**src/rtl/uart_cmd_handler.sv**
```systemverilog
// UART command handler: collects a command/address byte pair, validates it,
// queries the sensor side and returns a two-byte response over the UART.
`timescale 1ns/1ps
module uart_cmd_handler #(
  parameter int         FRAME_TIMEOUT = 52080,
  parameter int         RSP_TIMEOUT   = 50000000,
  parameter logic [7:0] MAX_CMD       = 8'h06
) (
  input  logic       i_Clock,
  input  logic       i_Rst_n,
  input  logic       i_Rx_DV,
  input  logic [7:0] i_Rx_Byte,
  output logic       o_Tx_DV,
  output logic [7:0] o_Tx_Byte,
  input  logic       i_Tx_Active,
  input  logic       i_Tx_Done,
  output logic       o_Req,
  output logic [7:0] o_Req_Cmd,
  output logic [4:0] o_Req_Addr,
  input  logic       i_Rsp_Valid,
  input  logic [7:0] i_Rsp_Data,
  input  logic       i_Rsp_Err,
  output logic       o_Busy,
  output logic       o_Drop,
  output logic [3:0] o_State
);

  typedef enum logic [3:0] {
    IDLE     = 4'd0,
    GET_ADDR = 4'd1,
    CHECK    = 4'd2,
    REQ      = 4'd3,
    WAIT_RSP = 4'd4,
    SEND0    = 4'd5,
    WAIT0    = 4'd6,
    SEND1    = 4'd7,
    WAIT1    = 4'd8
  } state_t;

  localparam int FW = $clog2(FRAME_TIMEOUT + 1);
  localparam int RW = $clog2(RSP_TIMEOUT + 1);
  localparam logic [FW-1:0] FRAME_LAST = FW'(FRAME_TIMEOUT - 1);
  localparam logic [FW-1:0] FRAME_MAX  = FW'(FRAME_TIMEOUT);
  localparam logic [RW-1:0] RSP_LAST   = RW'(RSP_TIMEOUT - 1);
  localparam logic [RW-1:0] RSP_MAX    = RW'(RSP_TIMEOUT);

  state_t        state;
  logic [7:0]    cmd;
  logic [7:0]    addr;
  logic [7:0]    byte0;
  logic [7:0]    byte1;
  logic [FW-1:0] frame_cnt;
  logic [RW-1:0] rsp_cnt;
  logic          busy;

  // Saturating increments: the counters stop at their limit instead of wrapping.
  function automatic logic [FW-1:0] frame_inc(input logic [FW-1:0] c);
    return (c >= FRAME_MAX) ? c : c + 1'b1;
  endfunction

  function automatic logic [RW-1:0] rsp_inc(input logic [RW-1:0] c);
    return (c >= RSP_MAX) ? c : c + 1'b1;
  endfunction

  assign busy    = (state != IDLE) && (state != GET_ADDR);
  assign o_Busy  = busy;
  assign o_State = state;

  // Main sequencer. A SENDx state is entered with o_Tx_DV already raised when
  // the transmitter is idle, so an error reply leaves one cycle after CHECK;
  // o_Tx_Byte is only reloaded on a launch, keeping it stable until i_Tx_Done.
  always_ff @(posedge i_Clock or negedge i_Rst_n) begin
    if (!i_Rst_n) begin
      state      <= IDLE;
      cmd        <= 8'h00;
      addr       <= 8'h00;
      byte0      <= 8'h00;
      byte1      <= 8'h00;
      frame_cnt  <= '0;
      rsp_cnt    <= '0;
      o_Tx_DV    <= 1'b0;
      o_Tx_Byte  <= 8'h00;
      o_Req      <= 1'b0;
      o_Req_Cmd  <= 8'h00;
      o_Req_Addr <= 5'h00;
      o_Drop     <= 1'b0;
    end else begin
      o_Tx_DV <= 1'b0;
      o_Drop  <= i_Rx_DV && busy;
      case (state)
        IDLE: begin
          if (i_Rx_DV) begin
            cmd       <= i_Rx_Byte;
            frame_cnt <= '0;
            state     <= GET_ADDR;
          end
        end
        GET_ADDR: begin
          if (i_Rx_DV) begin
            addr  <= i_Rx_Byte;
            state <= CHECK;
          end else if (frame_cnt >= FRAME_LAST) begin
            state <= IDLE;
          end else begin
            frame_cnt <= frame_inc(frame_cnt);
          end
        end
        CHECK: begin
          if (cmd > MAX_CMD || addr[7:5] != 3'b000) begin
            byte0 <= (cmd > MAX_CMD) ? 8'hE0 : 8'hE1;
            byte1 <= (cmd > MAX_CMD) ? cmd : addr;
            if (!i_Tx_Active) begin
              o_Tx_DV   <= 1'b1;
              o_Tx_Byte <= (cmd > MAX_CMD) ? 8'hE0 : 8'hE1;
            end
            state <= SEND0;
          end else begin
            o_Req      <= 1'b1;
            o_Req_Cmd  <= cmd;
            o_Req_Addr <= addr[4:0];
            rsp_cnt    <= '0;
            state      <= REQ;
          end
        end
        REQ: begin
          rsp_cnt <= rsp_inc(rsp_cnt);
          state   <= WAIT_RSP;
        end
        WAIT_RSP: begin
          if (i_Rsp_Valid || rsp_cnt >= RSP_LAST) begin
            o_Req <= 1'b0;
            if (i_Rsp_Valid && !i_Rsp_Err) begin
              byte0 <= 8'h80 | cmd;
              byte1 <= i_Rsp_Data;
            end else begin
              byte0 <= i_Rsp_Valid ? 8'hE2 : 8'hE3;
              byte1 <= 8'h00;
            end
            if (!i_Tx_Active) begin
              o_Tx_DV   <= 1'b1;
              o_Tx_Byte <= (i_Rsp_Valid && !i_Rsp_Err) ? (8'h80 | cmd) :
                           (i_Rsp_Valid ? 8'hE2 : 8'hE3);
            end
            state <= SEND0;
          end else begin
            rsp_cnt <= rsp_inc(rsp_cnt);
          end
        end
        SEND0: begin
          if (o_Tx_DV) begin
            state <= WAIT0;
          end else if (!i_Tx_Active) begin
            o_Tx_DV   <= 1'b1;
            o_Tx_Byte <= byte0;
          end
        end
        WAIT0: begin
          if (i_Tx_Done) begin
            if (!i_Tx_Active) begin
              o_Tx_DV   <= 1'b1;
              o_Tx_Byte <= byte1;
            end
            state <= SEND1;
          end
        end
        SEND1: begin
          if (o_Tx_DV) begin
            state <= WAIT1;
          end else if (!i_Tx_Active) begin
            o_Tx_DV   <= 1'b1;
            o_Tx_Byte <= byte1;
          end
        end
        WAIT1: begin
          if (i_Tx_Done) state <= IDLE;
        end
        default: state <= IDLE;
      endcase
    end
  end

endmodule

```
**config.mk**
```make
export PLATFORM = sky130hd
export DESIGN_NAME = uart_cmd_handler
export DESIGN_NICKNAME = d
export VERILOG_FILES = /design/src/rtl/uart_cmd_handler.sv
export SDC_FILE = /design/constraint.sdc
export NUM_CORES = 1
export LEC_CHECK = 0
export ABC_AREA = 1
export ABC_CLOCK_PERIOD_IN_PS = 2400
export CAP_MARGIN = 10
export CORE_MARGIN = 1.5
export CORE_UTILIZATION = 35
export CTS_BUF_LIST = sky130_fd_sc_hd__clkbuf_4 sky130_fd_sc_hd__clkbuf_8 sky130_fd_sc_hd__clkbuf_16
export DETAILED_ROUTE_END_ITERATION = 8
export GPL_TIMING_DRIVEN = 0
export PLACE_DENSITY = 0.64
export SYNTH_ARGS = -nofsm -noshare
export SYNTH_HDL_FRONTEND = slang
export SYNTH_SLANG_ARGS = --single-unit
```
**constraint.sdc**
```tcl
create_clock -name i_Clock -period 2.4 [get_ports i_Clock]
set_input_delay 0.36 -clock i_Clock [delete_from_list [all_inputs] [get_ports i_Clock]]
set_output_delay 0.36 -clock i_Clock [all_outputs]
set_load 0.02 [all_outputs]
```
==> results list, run 1 <==
* Area added between synthesis and finish: 19.51%
- Total count of max-transition violations in the final report: 0
- In this run the cell area of the synthesized design comes to a little under 0.006 mm2.
- Number of antenna-violating nets in the routed design: 0
- Sequential cell area fraction in the yosys report: 0.4335
- After detailed routing, the total wire length is approximately 15000 um.
* Die height: between 100 and 150 um
- The number of global-route vias before repair came to roughly 4800.
- 0 antenna diodes ended up in the layout.
- Worst setup EP type: flop
* WS Path Type: flop to flop
- Number of maximum-capacitance constraint violations: 0
- Wire length of the first global-routing pass: 25000 um
* Placed Area: 0.006699 mm2
- Die area: 0.01761 mm2
- Pwr Density: 993.3 mW/mm2
* Weighted congestion reported at the end of routability-driven placement: 0.8844
- Setup repair after global routing missed its margin: no
- The number of nets handed over by synthesis was 862.
* Clock network latency to the later pin of the worst-skew pair: 0.36 ns
- The critical path goes through ha_1 -> nand2_1 -> nor3_1 -> nand3_1 -> xor2_1 -> nor2_1 -> nand3_1 -> nand2_1.
- Clock edge transition at the registers on the reported setup and hold paths: 0.07 ns
- Number of instances resized during post-cts repair: 0
* Slowest cell delay on critical path: 0.56 ns
- Tcrit/Tclk final: 0.8968
- In this run the worst hold path is classified as primary input to async pin.
* Buffers & Inverters on Critical Path: 0
- The number of setup buffers added after CTS is 0.
* Startpoint kind of the worst setup timing path: flop
- Die extent in x: 132.7 um
- The tree is rooted in a clkbuf_16.
* Final-layout worst hold slack: -0.006547 ns
- Across all setup checks in the final design, the least slack found is 0.2477 ns.
- Total global routing overflow: 0
- Site row count: 47
- Clock sinks: 102
* Maximum number of pins on one net before global-route repair: 61
- Summing over every cut layer, the via total after detailed routing is 5353.
* Data arrival time of the critical path: 2.45 ns
* Maximum clock path buffer count: 2
* Port Buffer Count: 51
- TritonCTS built the clock tree.
- The number of clock buffers added by TritonCTS is 9.
* Synth Register Bits: 102
- Peak clock frequency supported by timing: between 0.4 and 0.5 GHz
- Initial antenna violation count: 0
* Family of cells with the greatest summed delay on the critical path: simple AND/OR/NAND/NOR gates
- Final number of setup-violating endpoints: 0
- In this run the worst path has a maximum fanout of 7.
- Worst rel slew slack: 0.5730
- Standard cell core area: 0.01652 mm2
- IR analysis of the VDD net gives a maximum drop of 0.4917 mV.
* Required time at the worst-slack endpoint: about 2.7 ns
- Total Routing Usage GR: 0.1767
- In the routed design, unresolved DRC markers number 0.
* Initial Util: 0.3563
- For this design the top-level I/O count stands at between 50 and 60.
* Final critical-path required period: 2.152 ns
* Non-filler instance count after layout: between 1000 and 1500
- Leaving out fill and tap cells, the most frequent cells in the layout are nand2_1, dfrtp_1, nor2_1, nand3_1, inv_1.
* Routed length per instance: 13.39 um
* Clock Skews: 0.007799 ns
- Ys Warns: 0
- Starting DRT DRC Count: just under 400
- Hold repair after CTS inserted 0 buffers.
- CTS H-tree lvls: 3
- Net count reported at finish: 925
* Placed wire-length estimate: 11260 um
* Number of instances in the synthesized netlist: 835
- The number of placed instances, taps included, is ~1100.
- Pre-CTS WS: 0.2842 ns
* Critical-path top delay cell: nor3_1
- The run finished, with violations left.
- Failing checks: hold timing
* Count of cell types in the netlist: 34
- Final-report hold violation count: 4
* First-pass DRT Iterations: 5
- Via density: between 4 and 5
* Most common cell after layout, fill and taps aside: nand2_1
* Fraction of final layout cells with drive strength greater than 1: 0.07309
- For the pin with the worst max-slew slack, the measured transition is 0.6356 ns.
- Summing all non-filler instances in the final layout gives an area of 0.007037 mm2.
* Reported leakage power: 3.319 nW
- Per-instance average area after synthesis: roughly 7.1 um2
synthesized netlist by cell type:
master | n | share of area
inv_1 | 71 | 0.045
nor3_1 | 12 | 0.010
nor2_8 | 1 | 0.0034
a21boi_0 | 1 | 0.0013
nor2_4 | 3 | 0.0057
nand3b_1 | 4 | 0.0051
buf_6 | 2 | 0.0038
xnor2_1 | 4 | 0.0059
nor3b_1 | 1 | 0.0013
nand3_4 | 1 | 0.0030
or2_2 | 3 | 0.0032
inv_2 | 7 | 0.0045
buf_4 | 5 | 0.0064
a211oi_4 | 1 | 0.0034
a22oi_1 | 1 | 0.0013
nand2_1 | 303 | 0.19
o211ai_1 | 3 | 0.0038
nand2_2 | 4 | 0.0042
nand3_1 | 90 | 0.076
nor2_1 | 96 | 0.061
nor3_2 | 1 | 0.0017
buf_2 | 12 | 0.010
o21ai_0 | 42 | 0.036
nand4_1 | 19 | 0.020
ha_1 | 4 | 0.0085
nor2_2 | 2 | 0.0021
a21oi_1 | 15 | 0.013
o2111ai_1 | 1 | 0.0015
xor2_1 | 10 | 0.015
clkbuf_1 | 8 | 0.0051
dfrtp_1 | 102 | 0.43
nand3_2 | 2 | 0.0034
a31oi_2 | 1 | 0.0021
nand2_4 | 3 | 0.0057
metrics by stage:
stage | setup TNS [ns] | utilization | total power, W
floorplan | 0 | - | 0.004338
global placement | -306.13 | 0.4039 | 0.005335
detailed placement | 0 | 0.4054 | 0.005377
CTS | 0 | 0.4258 | 0.007064
global route | 0 | 0.4258 | 0.007483
finish | 0 | 0.4258 | 0.006989
logic make-up (layout without fill, tap and decap cells):
family                     after synthesis  in the layout  share of synthesized area
and+or+nand+nor                        545            545                     0.4001
buffers and inverters                  105            173                    0.07523
DFF                                    102            102                     0.4335
AOI/OAI and AO/OA                       65             65                    0.06184
xor gates and xnor gates                14             14                    0.02082
adders and majority gates                4              4                   0.008500
flip-flops by register name (all words and copies together) (netlist names), 8 cells and up:
register	count
byte1	8
byte0	8
o_Req_Cmd	8
o_Tx_Byte	8
frame_cnt	16
cmd	8
rsp_cnt	26
addr	8
cell type report:
class,count,area [um2]
plain buffers,27,150.1
clock buffers,10,239.0
clock inverters,6,98.84
fillers,1692,9488
inverters,78,292.8
multi-input cells,628,2893
flip-flops and latches,102,2552
well taps,220,275.3
repair buffers,52,535.5
power breakdown:
group	internal [W]	switching, W	total (W)	leakage, nW
Combinational	0.00101	0.00182	0.00283	1.79
Sequential	0.00214	0.000342	0.00249	1.36
Clock	0.000962	0.000708	0.00167	0.163
Total	0.00412	0.00287	0.00699	3.32
per-layer routing:
metal	up-vias	wire length [um]	part of all wire	GRT usage
met5	-	0	0	0
met4	0	276	0.018	0.06227
met3	21	508	0.034	0.02222
met2	124	6316	0.42	0.2629
met1	2431	7931	0.53	0.2635
li1	2777	-	-	-
path summary, 6_finish.rpt:
path	from	cells after the start	endpoint	slack [ns]
min in group i_Clock	o_Req_Cmd[7]	2	o_Req_Cmd[7]	0.47
hold / removal	i_Rst_n	1	rsp_cnt[4]	-0.007
hold reg to reg	o_Req_Cmd[7]	2	o_Req_Cmd[7]	0.47
max in group asynchronous	i_Rst_n	2	addr[5]	1.70
setup reg to reg	rsp_cnt[0]	8	rsp_cnt[14]	0.25
setup / recovery	rsp_cnt[0]	8	rsp_cnt[14]	0.25
Power figures use the tool's default switching activity.
==> inputs of run 2 (changes only) <==
--- a/config.mk
+++ b/config.mk
@@ -11,6 +11,7 @@
 export CORE_MARGIN = 1.5
 export CORE_UTILIZATION = 35
 export CTS_BUF_LIST = sky130_fd_sc_hd__clkbuf_4 sky130_fd_sc_hd__clkbuf_8 sky130_fd_sc_hd__clkbuf_16
+export CTS_CLUSTER_SIZE = 20
 export DETAILED_ROUTE_END_ITERATION = 8
 export GPL_TIMING_DRIVEN = 0
 export PLACE_DENSITY = 0.64
==> results of run 2 <==
Same layout as run 1: the final DEF is identical, and so are final timing and power.
==> inputs of run 3 (changes only) <==
--- a/config.mk
+++ b/config.mk
@@ -6,7 +6,7 @@
 export NUM_CORES = 1
 export LEC_CHECK = 0
 export ABC_AREA = 1
-export ABC_CLOCK_PERIOD_IN_PS = 2400
+export ABC_CLOCK_PERIOD_IN_PS = 1750
 export CAP_MARGIN = 10
 export CORE_MARGIN = 1.5
 export CORE_UTILIZATION = 35
@@ -14,7 +14,7 @@
 export CTS_CLUSTER_SIZE = 20
 export DETAILED_ROUTE_END_ITERATION = 8
 export GPL_TIMING_DRIVEN = 0
-export PLACE_DENSITY = 0.64
+export PLACE_DENSITY = 0.66
 export SYNTH_ARGS = -nofsm -noshare
 export SYNTH_HDL_FRONTEND = slang
 export SYNTH_SLANG_ARGS = --single-unit
==> constraint.sdc (replaced) <==
create_clock -name i_Clock -period 1.75 [get_ports i_Clock]
set_input_delay 0.2625 -clock i_Clock [delete_from_list [all_inputs] [get_ports i_Clock]]
set_output_delay 0.2625 -clock i_Clock [all_outputs]
set_load 0.02 [all_outputs]
==> run 3 against run 2 <==
Effect of this change:
- the run ends with setup timing left
- sequential share of layout area fell by 4.0 points
- clock-buffer cell count is 1 lower
- combinational power grew 87%
- routed wire length grew 9.1%
- critical path type unchanged
- critical endpoint is now rsp_cnt[25]
==> results list, run 3 (same netlist as run 1, synthesis figures left out) <==
* Number of remaining DRC errors: 0
* Buffers & Inverters on Critical Path: 5
- For the finished layout, the period the worst path requires is 1.769 ns.
- 0 antenna diodes ended up in the layout.
* Via density: 4.911
- STA classifies the critical path startpoint as a flop.
- The initial antenna violation count came to 0.
- The run finished, with violations left.
- CTS H-tree lvls: 3
* Die height: 132.7 um
* Data arrival time of the critical path: 2.02 ns
- Switching power of the nets: approximately 0.0046 W
- WL final: about 16000 um
* Register bank with the most flops: rsp_cnt
- Peak clock frequency supported by timing: approximately 0.57 GHz
- Clock sinks: 102
- Hold timing on the final database bottoms out at a slack of 0.4072 ns.
- Die extent in x: 132.7 um
- Internal cell power: ~0.0065 W
- Wire length of the first global-routing pass: 27240 um
- 52 I/O pins were placed.
- Total Routing Usage GR: 0.1916
- Proportion of power drawn by combinational gates: 0.479
* Maximum clock path buffer count: 2
- Site row count: 47
- Via count of the first global-routing pass: 5333
- Area added between synthesis and finish: 35.44%
- CTS Buf Count: 9
- Final-report hold violation count: 0
- Number of antenna-violating nets in the routed design: 0
- Most common cell after layout, fill and taps aside: nand2_1
- Total count of max-transition violations in the final report: 0
- Clock Root Buffer: clkbuf_16
- R2r startpoint: o_State[3]
* Sequential share of power: 0.313
* Starting DRT DRC Count: 325
- Top library cells by usage in the layout, fill and taps aside: nand2_1, dfrtp_1, nor2_1, nand3_1, inv_1
- Setup repair after global routing missed its margin: yes
* CP Max Fanout: 7
- Clock Skews: approximately 0.009 ns
* Port Buffer Count: 51
- Setup violations remaining at the end of the flow were counted as 11.
* First-pass DRT Iterations: 5
- Summing all placed instances gives a cell area of 0.006700 mm2.
- Post-route standard cell area excluding fillers: between 0.007 and 0.008 mm2
- Total global routing overflow: 0
- The floorplan step defined a die boundary enclosing around 0.018 mm2.
* Worst setup path start: o_State[3]
- Data on the critical path is required at its endpoint by 2.00 ns.
* Tightest Pin Transition: 0.4963 ns
- Worst rel slew slack: 0.6691
- TritonCTS clock tree: yes
- The final reports fail on setup timing.
- Weighted congestion reported at the end of routability-driven placement: 0.8868
- On the critical path the largest part of the delay comes from simple AND/OR/NAND/NOR gates.
- Largest register FFs: 26
* Slowest cell delay on critical path: 0.48 ns
- Worst voltage drop across the vdd grid: about 0.65 mV
- The final route contains 5790 vias.
- Power share of the clock group: 0.208
* HP Class: primary input to async pin
* Switching power share of the total: 0.4128
- Pwr Density: 1383 mW/mm2
- Placed wire-length estimate: 11200 um
- Timing analysis after detailed placement gives a worst setup slack of -0.3694 ns.
- The initial utilization of the core area, before any placement, comes to 0.3563.
- Clock edge transition at the registers on the reported setup and hold paths: 0.07 ns
- The signal on the critical path passes through inv_2 -> nand2_4 -> nor2_8 -> buf_6 -> inv_8 -> nand2_4 -> nand2_2 -> inv_2 -> nand2_2 -> nand2_4 -> nand2_8 -> buf_8 -> nand2_2 -> nand2_1.
* Number of maximum-capacitance constraint violations: 0
* Net count reported at finish: ~980
* Tcrit/Tclk final: 1.011
- Worst setup EP type: flop
- Once placement completed, the tool counted placed cells totaling 1107.
* Clock network latency to the later pin of the worst-skew pair: 0.36 ns
- Entering global routing, the biggest net connects between 60 and 70 pins.
- Fraction of final layout cells with drive strength greater than 1: 0.2211
- Non-filler instance count after layout: 1179
* WS Path Type: flop to flop
* Fin worst setup slack: -0.01925 ns
* Critical-path top delay cell: dfrtp_2
- Standard cell core area: 0.01652 mm2
* Routed length per instance: 13.91 um
- For the final routed database, the setup TNS stands at -0.08115 ns.
- Largest registers: rsp_cnt x26, frame_cnt x16
- Reported leakage power: 3.734 nW
==> run 3: worst paths after layout <==
path / to / slack [ns] / cells past startpoint
min in group i_Clock: cmd[6] / 0.47 / 3
max in group asynchronous: cmd[6] / 0.63 / 3
hold / removal: rsp_cnt[6] / 0.41 / 2
setup / recovery: rsp_cnt[25] / -0.02 / 14
hold reg to reg: o_Req_Cmd[7] / 0.47 / 2
setup reg to reg: rsp_cnt[25] / -0.02 / 14
==> run 3: cell type report <==
type / count / area, um2
Sequential cell: 102 / 2571
Clock inverter: 6 / 102.6
Multi-Input combinational cell: 628 / 3246
Fill cell: 1618 / 8549
Timing Repair Buffer: 110 / 1036
Tap cell: 220 / 275.3
Buffer: 26 / 219.0
Inverter: 78 / 300.3
Clock buffer: 9 / 225.2
==> run 3: metrics by stage <==
step / power, W / utilization
6_report: 0.01103 / 0.4826
5_1_grt: 0.01172 / 0.4826
4_1_cts: 0.01067 / 0.4568
3_5_place_dp: 0.007368 / 0.4055
3_3_place_gp: 0.007307 / 0.4040
2_1_floorplan: 0.005955 / -
==> run 3: what timing repair did <==
item                       in CTS  in global routing
pin swaps                      22                 31
gates resized for setup        80                 84
setup endpoints to repair      99                 88
hold endpoints to repair       34                  0
buffers inserted               29                 24
hold buffers                    1                  0
gates cloned                    4                  0
==> run 3: layer usage <==
layer / vias up / track usage / routed length [um]
met5: - / 0 / 0
met4: 0 / 0.07143 / 401
met3: 27 / 0.02605 / 699
met2: 146 / 0.2938 / 7308
met1: 2717 / 0.2759 / 7990
li1: 2900 / - / -
==> run 3: power groups by stage <==
| stage | combinational (W) | clock (W) | sequential [W] |
|---|---|---|---|
| after global routing | 0.00578 | 0.00240 | 0.00354 |
| after global placement | 0.00386 | 0 | 0.00345 |
| after detailed placement | 0.00391 | 0 | 0.00345 |
| after CTS | 0.00490 | 0.00233 | 0.00344 |
| final | 0.00529 | 0.00229 | 0.00345 |
| after floorplan | 0.00238 | 0 | 0.00358 |
